### src/rtl/ip_rx_pkg.sv
// Shared constants and FSM encoding for the IPv4 receive layer.
package ip_rx_pkg;

    localparam logic [15:0] ETH_TYPE_IPV4 = 16'h0800;
    localparam logic [15:0] IP_HDR_LEN    = 16'd20;
    localparam logic [7:0]  IP_VER_IHL    = 8'h45;
    localparam logic [31:0] IP_BCAST      = 32'hFFFF_FFFF;

    typedef enum logic [1:0] {
        ST_IDLE    = 2'd0,
        ST_HEADER  = 2'd1,
        ST_PAYLOAD = 2'd2,
        ST_DROP    = 2'd3
    } ip_rx_state_t;

endpackage

### src/rtl/ip_csum_acc.sv
// 16-bit one's-complement header checksum accumulator, fed one byte at a time.
module ip_csum_acc (
    input  logic        clk,
    input  logic        rst_n,
    input  logic        clr,
    input  logic        en,
    input  logic        hi_sel,
    input  logic [7:0]  data,
    output logic [15:0] sum
);

    logic [7:0]  hi_q;
    logic [15:0] acc;
    logic [16:0] raw;

    // sum is the accumulator plus the word completed by the current low byte,
    // so the caller sees the final header sum in the cycle of the last byte.
    always_comb begin
        raw = {1'b0, acc} + {1'b0, hi_q, data};
        sum = raw[15:0] + {15'd0, raw[16]};
    end

    always_ff @(posedge clk or negedge rst_n) begin
        if (!rst_n) begin
            hi_q <= 8'd0;
            acc  <= 16'd0;
        end else begin
            if (en && hi_sel) begin
                hi_q <= data;
            end
            if (clr) begin
                acc <= 16'd0;
            end else if (en && !hi_sel) begin
                acc <= sum;
            end
        end
    end

endmodule

### src/rtl/ip_rx.sv
// IPv4 receive layer: checks the 20-byte header, forwards the payload with
// protocol/length/source, drops bad frames and trims Ethernet padding.
module ip_rx
    import ip_rx_pkg::*;
#(
    parameter logic [31:0] P_ST_LOCAL_IP  = {8'd192, 8'd168, 8'd1, 8'd0},
    parameter bit          P_ACCEPT_BCAST = 1'b1
) (
    input  logic         i_clk,
    input  logic         i_rst,
    input  logic [31:0]  i_local_ip,
    input  logic         i_local_valid,
    input  logic [15:0]  i_mac_type,
    input  logic [15:0]  i_mac_len,
    input  logic [7:0]   i_mac_data,
    input  logic         i_mac_last,
    input  logic         i_mac_valid,
    output logic [7:0]   o_recv_type,
    output logic [15:0]  o_recv_len,
    output logic [31:0]  o_recv_source_ip,
    output logic [7:0]   o_recv_data,
    output logic         o_recv_last,
    output logic         o_recv_valid,
    output logic         o_recv_err,
    output ip_rx_state_t o_dbg_state
);

    // Handshake: valid-only streams, no ready. An input byte is consumed on
    // every edge where i_mac_valid=1; an output byte exists on every edge where
    // o_recv_valid=1. o_recv_last/o_recv_err qualify the byte they accompany.

    ip_rx_state_t state_q, state_d;

    logic        prev_valid, prev_last;
    logic [31:0] local_ip, dst_ref;
    logic [15:0] byte_cnt, pay_cnt, total_len;
    logic [15:0] hdr_idx, csum;
    logic [7:0]  proto, frag_lo;
    logic [5:0]  frag_hi;
    logic [31:0] src_ip;
    logic [23:0] dst_hi;
    logic        ver_ok;

    logic start, fell, byte_last, hdr_en, hdr_done, pay_last;
    logic checks_ok, dst_ok, take_hdr;
    logic fwd, fwd_last, fwd_err;
    logic [31:0] dst_ip;
    logic unused_inputs;

    assign unused_inputs = ^i_mac_len;

    // A byte right after a last is also a start, so back-to-back frames work.
    assign start     = i_mac_valid && (!prev_valid || prev_last);
    assign fell      = !i_mac_valid && prev_valid && !prev_last;
    assign byte_last = i_mac_valid && i_mac_last;

    // Byte 0 arrives in IDLE; the rest of the header in HEADER.
    assign hdr_en   = (state_q == ST_IDLE && start && i_mac_type == ETH_TYPE_IPV4) ||
                      (state_q == ST_HEADER && i_mac_valid);
    assign hdr_idx  = (state_q == ST_IDLE) ? 16'd0 : byte_cnt;
    assign hdr_done = (state_q == ST_HEADER) && i_mac_valid && (byte_cnt == IP_HDR_LEN - 16'd1);

    ip_csum_acc u_csum (
        .clk    (i_clk),
        .rst_n  (i_rst),
        .clr    (state_q == ST_IDLE),
        .en     (hdr_en),
        .hi_sel (!hdr_idx[0]),
        .data   (i_mac_data),
        .sum    (csum)
    );

    assign dst_ip    = {dst_hi, i_mac_data};
    assign dst_ok    = (dst_ip == dst_ref) || (P_ACCEPT_BCAST && dst_ip == IP_BCAST);
    assign checks_ok = ver_ok && (frag_hi == 6'd0) && (frag_lo == 8'd0) && (csum == 16'hFFFF);
    assign pay_last  = (pay_cnt == o_recv_len - 16'd1);

    // A frame that ends inside the header has nothing left to swallow, so it
    // returns to IDLE directly and a back-to-back start is not missed.
    always_comb begin
        state_d  = state_q;
        take_hdr = 1'b0;
        fwd      = 1'b0;
        fwd_last = 1'b0;
        fwd_err  = 1'b0;
        case (state_q)
            ST_IDLE: begin
                if (start) begin
                    if (byte_last)                          state_d = ST_IDLE;
                    else if (i_mac_type == ETH_TYPE_IPV4)   state_d = ST_HEADER;
                    else                                    state_d = ST_DROP;
                end
            end
            ST_HEADER: begin
                if (fell) begin
                    state_d = ST_IDLE;
                end else if (hdr_done) begin
                    if (byte_last) begin
                        state_d = ST_IDLE;
                    end else if (checks_ok && total_len > IP_HDR_LEN && dst_ok) begin
                        state_d  = ST_PAYLOAD;
                        take_hdr = 1'b1;
                    end else if (checks_ok && total_len == IP_HDR_LEN) begin
                        state_d = ST_IDLE;
                    end else begin
                        state_d = ST_DROP;
                    end
                end else if (byte_last) begin
                    state_d = ST_IDLE;
                end
            end
            ST_PAYLOAD: begin
                if (i_mac_valid) begin
                    fwd = 1'b1;
                    if (pay_last) begin
                        fwd_last = 1'b1;
                        state_d  = byte_last ? ST_IDLE : ST_DROP;
                    end else if (byte_last) begin
                        fwd_last = 1'b1;
                        fwd_err  = 1'b1;
                        state_d  = ST_IDLE;
                    end
                end else if (fell) begin
                    // Truncated by valid falling: flag last+err with no data byte.
                    fwd_last = 1'b1;
                    fwd_err  = 1'b1;
                    state_d  = ST_IDLE;
                end
            end
            ST_DROP: begin
                if (byte_last || fell) state_d = ST_IDLE;
            end
            default: state_d = ST_IDLE;
        endcase
    end

    // prev_valid resets to 1 so bytes of a frame cut by reset are not taken as a start.
    always_ff @(posedge i_clk or negedge i_rst) begin
        if (!i_rst) begin
            state_q          <= ST_IDLE;
            prev_valid       <= 1'b1;
            prev_last        <= 1'b0;
            local_ip         <= P_ST_LOCAL_IP;
            dst_ref          <= P_ST_LOCAL_IP;
            byte_cnt         <= 16'd0;
            pay_cnt          <= 16'd0;
            total_len        <= 16'd0;
            proto            <= 8'd0;
            frag_hi          <= 6'd0;
            frag_lo          <= 8'd0;
            src_ip           <= 32'd0;
            dst_hi           <= 24'd0;
            ver_ok           <= 1'b0;
            o_recv_type      <= 8'd0;
            o_recv_len       <= 16'd0;
            o_recv_source_ip <= 32'd0;
            o_recv_data      <= 8'd0;
            o_recv_last      <= 1'b0;
            o_recv_valid     <= 1'b0;
            o_recv_err       <= 1'b0;
        end else begin
            state_q    <= state_d;
            prev_valid <= i_mac_valid;
            prev_last  <= byte_last;
            if (i_local_valid) local_ip <= i_local_ip;
            byte_cnt <= hdr_en ? hdr_idx + 16'd1 : 16'd0;
            if (hdr_en) begin
                case (hdr_idx)
                    16'd0:  ver_ok            <= (i_mac_data == IP_VER_IHL);
                    16'd2:  total_len[15:8]   <= i_mac_data;
                    16'd3:  total_len[7:0]    <= i_mac_data;
                    16'd6:  frag_hi           <= i_mac_data[5:0];
                    16'd7:  frag_lo           <= i_mac_data;
                    16'd9:  proto             <= i_mac_data;
                    16'd12: src_ip[31:24]     <= i_mac_data;
                    16'd13: src_ip[23:16]     <= i_mac_data;
                    16'd14: src_ip[15:8]      <= i_mac_data;
                    16'd15: src_ip[7:0]       <= i_mac_data;
                    16'd16: begin
                        dst_hi[23:16] <= i_mac_data;
                        dst_ref       <= local_ip;
                    end
                    16'd17: dst_hi[15:8]      <= i_mac_data;
                    16'd18: dst_hi[7:0]       <= i_mac_data;
                    default: ;
                endcase
            end
            if (take_hdr) begin
                o_recv_type      <= proto;
                o_recv_len       <= total_len - IP_HDR_LEN;
                o_recv_source_ip <= src_ip;
            end
            if (fwd)                       pay_cnt <= pay_cnt + 16'd1;
            else if (state_q != ST_PAYLOAD) pay_cnt <= 16'd0;
            o_recv_valid <= fwd;
            o_recv_data  <= fwd ? i_mac_data : 8'd0;
            o_recv_last  <= fwd_last;
            o_recv_err   <= fwd_err;
        end
    end

    assign o_dbg_state = state_q;

endmodule

### config.mk
export PLATFORM = sky130hd
export DESIGN_NAME = ip_rx
export DESIGN_NICKNAME = d
export VERILOG_FILES = /design/src/rtl/ip_rx_pkg.sv /design/src/rtl/ip_csum_acc.sv /design/src/rtl/ip_rx.sv
export SDC_FILE = /design/constraint.sdc
export NUM_CORES = 1
export LEC_CHECK = 0
export CELL_PAD_IN_SITES_DETAIL_PLACEMENT = 1
export CELL_PAD_IN_SITES_GLOBAL_PLACEMENT = 1
export CORE_ASPECT_RATIO = 1.25
export CORE_MARGIN = 3
export CORE_UTILIZATION = 55
export DETAILED_ROUTE_END_ITERATION = 8
export DONT_BUFFER_PORTS = 1
export PLACE_DENSITY_LB_ADDON = 0.1
export SYNTH_ARGS = -nofsm -noshare
export SYNTH_HDL_FRONTEND = slang
export SYNTH_SLANG_ARGS = --single-unit
### constraint.sdc
create_clock -name i_clk -period 14.35 [get_ports i_clk]
set_input_delay 4.305 -clock i_clk [delete_from_list [all_inputs] [get_ports i_clk]]
set_output_delay 4.305 -clock i_clk [all_outputs]
set_load 0.02 [all_outputs]
==> metrics <==
M1 WL 13800 um; GR Overflow Total 0; Ys Warns 0; placed insts 1456; post-route setup TNS 0 ns; Synth Register Bits 286; Cells after Synth 1167; Finished Core Util 0.612; Clk pin slew, worst setup/hold paths 0.06 ns; cts repair resizes 0; Synth Flop Type dfrtp_1; internal cell power 1540 uW; vias in the first global route 10000; CP arrival 9.55 ns; area delta synth->final 9.26%; CTS sink count 286; nets 1260; Core Region 0.0246 sq mm; Synth async-reset ratio 1.00; Die Span X 148 um; met2 wire length 17800 um; CTS tree built; Reg2Reg Setup Slack 8.71 ns; Tmin final 9.14 ns; ant diodes 0; Routed Antenna Nets 0; worst-path maximum fanout 56; DIE HEIGHT 183 um; Longest Clk Path Bufs 3; Power Density 146 mW/mm^2; worst path required time 14.76 ns; DRC viols 0; initial core utilization 0.560; Mean Syn Cell Area 11.8 sq um; routed wire length per instance 22.5 um; Net Sw Frac 0.296; status complete, no violations; wirelength, routed 33900 um; Fin. Hold Viols 0; fillers 2465; main area contributors after synthesis dfrtp_1 50%, mux2_2 14%, xor2_1 4.8%; max-slew violations 0; Top Metal Used met4; global-route wire length before repair 55300 um; hold depth 1; Crit-path slowest cell buf_4; synth unique cells 68; Clock Power Share 0.372; Crit Reg-Reg Endpoint o_recv_type[6]$_DFFE_PN0P_; Synth area leader dfrtp_1; Synth top area share 0.496; combinational share of power 0.217; RSZ-0062 raised after global routing false; post-synthesis sequential area ratio 0.521; Post-CTS Setup Inserts 0; largest net degree at the start of global routing 287; Setup Skew 0.0282 ns; Die ar. 0.0270 sq mm; max incr delay on CP 0.71 ns; CP cell instances inv_1 -> fa_1 -> nand2b_1 -> a21oi_2 -> o211ai_1 -> a21boi_1 -> o21a_1 -> o21a_1 -> o21ai_0 -> nand2b_1 -> ha_1 -> ha_1 -> and2_1 -> nand3_1 -> nor4_1 -> o2111a_1 -> nand4b_1 -> nor4_4 -> buf_4 -> mux2_1; crit path from i_mac_data[1]; CP endpoint o_recv_type[6]$_DFFE_PN0P_; RD Place Congestion 0.869; commonest cells after routing, fill and taps aside 273 x dfrtp_1, 173 x mux2_2, 75 x xor2_1; Hold Buf Count CTS 0; hold crit path type reg -> reg; Core Rows 64; WS Path Type in -> reg; Worst setup EP type register; Starting DRT DRC Count 366; Reg2Reg Depth 20; most common cell after layout, fill and taps aside dfrtp_1; Reg2Reg Launch Point u_csum.acc[10]$_DFFE_PN0P_; Clock Tree Root clkbuf_16; Post-synth EDFFs 0; met3 routed WL 1510 um; initial antenna violation count 0; I/O pins 146; P_leak 0.00726 uW; layout cells sized above 1 0.209; GRT Resource Usage Total 0.255; Achievable Freq 109 MHz; routed via count 9090; Layout Cells excl Fill 1505; Worst-Skew Late Latency 0.56 ns; PortBufs 0; # setup viols final 0; worst vdd ir 0.101 mV; Max-slew headroom 0.280; Worst Tran Pin Value 1.08 ns; TritonCTS Buffers 28; number of max-cap violations 0; H-tree Lvls 1; Flop pwr share 0.411; First-pass DRT Iterations 4; CP Launch Type input port; Mapped Nets 1271; Final period util 0.637; net switching power 650 uW; DPL Wire Length 22500 um; Mapped Area 0.0138 sq mm; Via density 6.04
## synth_stat cells (all sizes together) (6+ instances only)
master / instances
a21o: 9
a21oi: 26
and3: 16
buf: 17
clkbuf: 29
dfrtp: 273
dfstp: 13
ha: 26
inv: 24
mux2: 212
nand2: 74
nand2b: 6
nand3: 37
nand4: 23
nor2: 61
nor2b: 6
nor3: 21
nor4: 34
o211ai: 6
o21a: 8
o21ai: 51
or3: 13
or4: 6
xnor2: 32
xor2: 75
## area by class of cell
type	instances	area, sq um	area share
inverter	24	90.1	0.00599
clock inverter	13	262	0.0174
multi-input combinational	811	6310	0.419
timing repair buffer	5	37.5	0.00250
clock buffer	36	761	0.0506
tap	330	413	0.0274
sequential	286	7170	0.477
## sequential cells by signal (all words and copies together), names as in the netlist
register	count
dst_ref	32
total_len	16
dst_hi	24
byte_cnt	16
u_csum.acc	16
o_recv_type	8
proto	8
prev_valid	1
pay_cnt	16
prev_last	1
src_ip	32
o_recv_last	1
o_recv_len	16
o_recv_source_ip	32
o_recv_data	8
frag_hi	6
o_recv_err	1
o_dbg_state	2
frag_lo	8
u_csum.hi_q	8
local_ip	32
o_recv_valid	1
ver_ok	1
## critical path: cells and delay by family
family,cells,cell delay [ns]
fa+ha+maj,3,0.88
compound gates,7,1.37
mux,1,0.41
buf+inv,2,0.91
simple gates,7,1.64
## metal layers
metal,GRT usage,vias up
li1,-,4169
met1,0.313,4696
met2,0.465,171
met3,0.0472,54
met4,0.0671,0
met5,0,-
## power by group through the flow
stage / clock network [uW] / registers (uW) / logic, uW
floorplan: 0 / 900 / 366
global placement: 0 / 911 / 462
detailed placement: 0 / 914 / 473
CTS: 831 / 901 / 479
global route: 867 / 907 / 536
finish: 817 / 900 / 476
## metrics by stage
step / area, sq um / hold WS (ns) / power [uW] / worst slack, ns
CTS: 15000 / 0.492 / 2210 / 5.19
global route: 15000 / 0.510 / 2310 / 4.78
finish: 15000 / 0.487 / 2190 / 5.21
detailed placement: 14000 / 0.473 / 1390 / 4.67
floorplan: 13800 / 0.444 / 1270 / 5.84
global placement: 14000 / 0.460 / 1370 / 4.77
## worst min path at each step
stage	start	to	slack, ns
after global placement	src_ip[25]$_DFFE_PN0P_	src_ip[25]$_DFFE_PN0P_	0.46
after CTS	src_ip[23]$_DFFE_PN0P_	o_recv_source_ip[23]$_DFFE_PN0P_	0.49
after global routing	src_ip[16]$_DFFE_PN0P_	o_recv_source_ip[16]$_DFFE_PN0P_	0.51
after floorplan	src_ip[9]$_DFFE_PN0P_	src_ip[9]$_DFFE_PN0P_	0.44
after detailed placement	src_ip[17]$_DFFE_PN0P_	src_ip[17]$_DFFE_PN0P_	0.47
final	src_ip[15]$_DFFE_PN0P_	o_recv_source_ip[15]$_DFFE_PN0P_	0.49
## kinds of logic (layout without fill, tap and decap cells)
group           after synthesis  after routing  synth area share
buf+inv                      70             78            0.0220
compound gates              138            138            0.0655
simple gates                323            323             0.122
flops                       286            286             0.521
mux                         216            216             0.176
xor+xnor                    107            107            0.0686
fa+ha+maj                    27             27            0.0251
Power figures use the tool's default switching activity.
==> RTL edit 1, RTL diff (same settings) <==
Put one more register stage on the output `o_recv_data`, with the module's reset. The value now appears one clock later. The other outputs are not delayed to match.
--- a/src/rtl/ip_rx.sv
+++ b/src/rtl/ip_rx.sv
@@ -27,2 +27,4 @@
 
+    logic [7:0] o_recv_data_s0;
+
     // Handshake: valid-only streams, no ready. An input byte is consumed on
@@ -156,3 +158,3 @@
             o_recv_source_ip <= 32'd0;
-            o_recv_data      <= 8'd0;
+            o_recv_data_s0   <= 8'd0;
             o_recv_last      <= 1'b0;
@@ -195,3 +197,3 @@
             o_recv_valid <= fwd;
-            o_recv_data  <= fwd ? i_mac_data : 8'd0;
+            o_recv_data_s0 <= fwd ? i_mac_data : 8'd0;
             o_recv_last  <= fwd_last;
@@ -203,2 +205,10 @@
 
+    always_ff @(posedge i_clk or negedge i_rst) begin
+        if (!i_rst) begin
+            o_recv_data <= '0;
+        end else begin
+            o_recv_data <= o_recv_data_s0;
+        end
+    end
+
 endmodule
Formal check against the unedited RTL: same outputs for any inputs over 10 cycles, from zero or initial values and one cycle with i_rst low; that may be too few to reach the edited logic, so the function may still have changed.
==> RTL edit 1 against the unedited design <==
  * Highest routed layer unchanged
  * Critical path type unchanged
  * Die area up 1.9%
  * Final area up 1.9%
  * Sequential cell count up 8
  * Power down 2.3%
  * Sequential power up 2.8%
  * Wire length up 1.5%
  * Worst setup slack worse by 0.26 ns
  * Area after synthesis up 1.9%
==> RTL edit 1: results (changes against the unedited design) <==
vias per cell=6.04 (about the same); clock buffer count in the final layout=44 (+22%); achievable frequency=106 MHz (-2.8%); count of non-CTS inverters in the layout=22 (-8.3%); Psw=0.608 mW (-6.4%); Layout Skew=0.00991 ns (-0.0183 ns); multiplexer share of the synthesized area=18.3% (+0.63 points); sequential element share of the synthesized area=52.5% (+0.44 points); Seq. cell area=7370 µm² (+2.8%); Combinational Power=0.387 mW (-19%); multi-input logic cell count=803 (-0.99%); DRT met1 WL=14.2 mm (+2.9%); number of nets produced by synthesis=1268 (-0.24%); area occupied by multi-input gates=6390 µm² (+1.3%); GRT Overall Usage=24.8% (-0.77 points); met3 WL post-DR=1.59 mm (+5.4%); GRT met2 Usage=44.3% (-2.2 points); proportion of layout cells with a drive suffix above 1=24.7% (+3.8 points); Area after DPL=14300 µm² (+1.9%); met1 usage=31.7% (+0.43 points); Met2 Routed Length=17.8 mm (+0.20%); kind of cell adding the most delay to the critical path=compound AO/OA/AOI/OAI gates; number of instances in the synthesized netlist=1164 (-0.26%); number of instances on the worst hold path=0 (-1); detailed router's first-iteration violation count=362 (-1.1%); pin count of the biggest net entering global routing=295 (+2.8%); Inserted Clock Buffers=29 (+3.6%); actual transition at the worst max-transition pin=0.985 ns (-0.0905 ns); startpoint of the most critical register-to-register path=u_csum.acc[0]; Hold Path End=o_recv_data[7]; launch point of the worst hold path=o_recv_data_s0[7]; first-pass GRT wire length=54.3 mm (-1.8%); Netlist cell types=66 (-2.9%); result of the run=finished, final reports clean; sum of routed wire length over all layers=34.4 mm (+1.5%); drt wl/cell=22.8 µm (+1.3%); clock-cell share of area=6.77% (-0.026 points); non-clock buffer count=4 (-1); via count of the first global-routing pass=9735 (-3.0%); antenna violations before repair=1 (+1); GP Congestion=0.834 (-4.1%); instance count after placement with tap cells included=1453 (-0.21%); ranking of synthesized cells by area=sky130_fd_sc_hd__dfrtp_1, sky130_fd_sc_hd__mux2_2, sky130_fd_sc_hd__xnor2_1, sky130_fd_sc_hd__mux2_4, sky130_fd_sc_hd__xor2_1
RTL edit 1: cell types whose count changed after synthesis, moves of 4 or more:
| cell | unedited run | this run |
|---|---|---|
| sky130_fd_sc_hd__mux2_1 | 39 | 0 |
| sky130_fd_sc_hd__mux2_4 | 0 | 39 |
| sky130_fd_sc_hd__xnor2_1 | 31 | 70 |
| sky130_fd_sc_hd__xor2_1 | 75 | 40 |
| sky130_fd_sc_hd__nand4_1 | 23 | 32 |
| sky130_fd_sc_hd__dfrtp_1 | 273 | 281 |
| sky130_fd_sc_hd__nor4_1 | 32 | 25 |
| sky130_fd_sc_hd__nor2_1 | 61 | 67 |
| sky130_fd_sc_hd__a21oi_1 | 24 | 29 |
| sky130_fd_sc_hd__o21ai_0 | 48 | 43 |
| sky130_fd_sc_hd__a21o_1 | 9 | 5 |
| sky130_fd_sc_hd__o211ai_1 | 6 | 2 |
==> RTL edit 2, RTL diff (same flow settings) <==
Without the edit above. The parameter `P_ACCEPT_BCAST` goes from 1'b1 to 1'b0.
--- a/src/rtl/ip_rx.sv
+++ b/src/rtl/ip_rx.sv
@@ -6,3 +6,3 @@
     parameter logic [31:0] P_ST_LOCAL_IP  = {8'd192, 8'd168, 8'd1, 8'd0},
-    parameter bit          P_ACCEPT_BCAST = 1'b1
+    parameter bit          P_ACCEPT_BCAST = 1'b0
 ) (
Formal check against the unedited RTL: same outputs for any inputs over 10 cycles, from zero or initial values and one cycle with i_rst low; that may be too few to reach the edited logic, so the function may still have changed.
==> RTL edit 2 against the unedited design <==
  * First-iteration DRC count is 1.9% higher
  * Highest routed layer is now met5
  * Sequential share of layout area is 0.091 points lower
  * Final area is 0.19% higher
  * Sequential cell count stayed put
  * Non-clock buffer count is 4 lower
  * Critical path type unchanged
  * Area after synthesis is 0.89% higher
  * Maximum frequency is 4.8% lower
  * Wire length is 3.1% higher
  * Global-route usage hardly changed
  * Core utilization is 0.082 points lower
  * Final cell count is 0.33% higher
  * Worst setup slack worse by 0.46 ns
Power is not compared: it rests on default switching activity, and its combinational part moved more than twofold at a synthesized area within 25%.
==> RTL edit 2: results (changes against the unedited design) <==
Netlist cell types=70 (+2.9%); Layout Skew=0.0341 ns (+0.00593 ns); number of nets produced by synthesis=1278 (+0.55%); GP Congestion=0.838 (-3.6%); met1 usage=30.3% (-1.1 points); GRT met2 Usage=47.6% (+1.1 points); launch point of the worst hold path=src_ip[1]; # port buffers=0 (unchanged); detailed-route via count=9100 (+0.11%); proportion of layout cells with a drive suffix above 1=23.9% (+3.0 points); global-route met3 utilization=4.91% (+0.19 points); master of the slowest instance on the critical path=sky130_fd_sc_hd__buf_4; antenna violations before repair=2 (+2); Skew-Pair Late Insertion Delay=0.58 ns (+0.02 ns); number of buffers between clock root and the deepest sink=3 (unchanged); Clk pin slew, worst setup/hold paths=0.06 ns (about the same); number of fill cells in the layout=2524 (+2.4%); class of the worst hold path=flip-flop to flip-flop; count of instances resized after the clock tree is built=0 (unchanged); prevailing post-synth register cell=sky130_fd_sc_hd__dfrtp_1; Max stage delay on crit path=0.76 ns (+0.05 ns); result of the run=finished, final reports clean; drt wl/cell=23.1 µm (+2.7%); Hold Path End=src_ip[1]; worst reg2reg path endpoint=o_recv_source_ip[7]; number of instances on the worst hold path=2 (+1); crit-path max FO=56 (unchanged); instance count after placement with tap cells included=1458 (+0.14%); actual transition at the worst max-transition pin=1.01 ns (-0.0629 ns); sum of routed wire length over all layers=34.9 mm (+3.1%); total iterations of the first detailed-routing run=4 (unchanged); startpoint of the most critical register-to-register path=u_csum.acc[0]; via count of the first global-routing pass=9988 (-0.50%); Detailed Place HPWL=22.3 mm (-0.66%); first-pass GRT wire length=55.4 mm (about the same); ranking of synthesized cells by area=sky130_fd_sc_hd__dfrtp_1, sky130_fd_sc_hd__mux2_2, sky130_fd_sc_hd__xnor2_1, sky130_fd_sc_hd__mux2_4, sky130_fd_sc_hd__xor2_1; data arrival time of the critical path=10.06 ns (+0.51 ns); per-instance average area after synthesis=11.8 µm² (+0.29%); reg-to-reg setup timing slack=8.21 ns (-0.50 ns); sequential element share of the synthesized area=51.6% (-0.46 points); Worst R2R Path Depth=22 (+10%); detailed router's first-iteration violation count=373 (+1.9%); GRT Overall Usage=25.5% (about the same); leading post-synthesis cells by instance count=sky130_fd_sc_hd__dfrtp_1, sky130_fd_sc_hd__mux2_2, sky130_fd_sc_hd__nand2_1, sky130_fd_sc_hd__nor2_1, sky130_fd_sc_hd__xnor2_1
-- RTL edit 2: per-stage QoR --
stage / utilization, % / setup slack, ns / cell area (µm²) / hold slack [ns]
floorplan: - / 5.60 / 13900 / 0.441
detailed placement: 57.2 / 4.24 / 14100 / 0.476
global route: 61.1 / 4.46 / 15100 / 0.517
global placement: 57.2 / 4.41 / 14100 / 0.458
CTS: 61.1 / 4.74 / 15100 / 0.487
finish: 61.1 / 4.75 / 15100 / 0.490
-- RTL edit 2: where the power goes --
group	internal, mW	total [mW]	switching, mW
logic	0.0744	0.182	0.108
clock network	0.448	0.771	0.323
registers	0.833	0.857	0.0243
-- RTL edit 2: per-layer routing --
| metal | vias to the layer above | share of wire (%) |
|---|---|---|
| met4 | 4 | 2.2 |
| li1 | 4137 | - |
| met1 | 4709 | 39 |
| met5 | - | 0.092 |
| met2 | 189 | 53 |
| met3 | 61 | 4.8 |
-- RTL edit 2: worst max-delay path by stage --
stage | start | to | slack (ns) | cells past startpoint
after CTS | i_mac_data[1] | o_recv_source_ip[7] | 4.74 | 21
after detailed placement | i_mac_data[1] | o_recv_source_ip[10] | 4.24 | 21
after global routing | i_mac_data[1] | o_recv_source_ip[7] | 4.46 | 21
after global placement | i_mac_data[1] | o_recv_source_ip[2] | 4.41 | 21
after floorplan | i_mac_data[1] | o_recv_len[0] | 5.60 | 23
final | i_mac_data[1] | o_recv_source_ip[7] | 4.75 | 21
-- RTL edit 2: worst max-delay path: cells and delay by family --
family | cells | cell delay, ns
AND/OR/NAND/NOR | 6 | 1.35
multiplexers | 1 | 0.44
AO/OA/AOI/OAI | 9 | 2.02
adder cells (fa/ha/maj) | 3 | 0.89
buffers and inverters | 2 | 0.97
-- RTL edit 2: logic make-up after synthesis --
| group | synth area share, % |
|---|---|
| AOI/OAI and AO/OA | 6.22 |
| xor gates and xnor gates | 6.75 |
| and+or+nand+nor | 12.2 |
| DFF | 51.6 |
| buffers and inverters | 2.12 |
| muxes | 18.6 |
| adders and majority gates | 2.49 |
-- RTL edit 2: layout make-up --
cell class                      instances  area share [%]
Inverter                               21           0.523
Multi-Input combinational cell        820            42.7
Clock inverter                          9            1.00
Clock buffer                           43            5.42
Sequential cell                       286            47.6
Timing Repair Buffer                    1          0.0498
Tap cell                              330            2.74
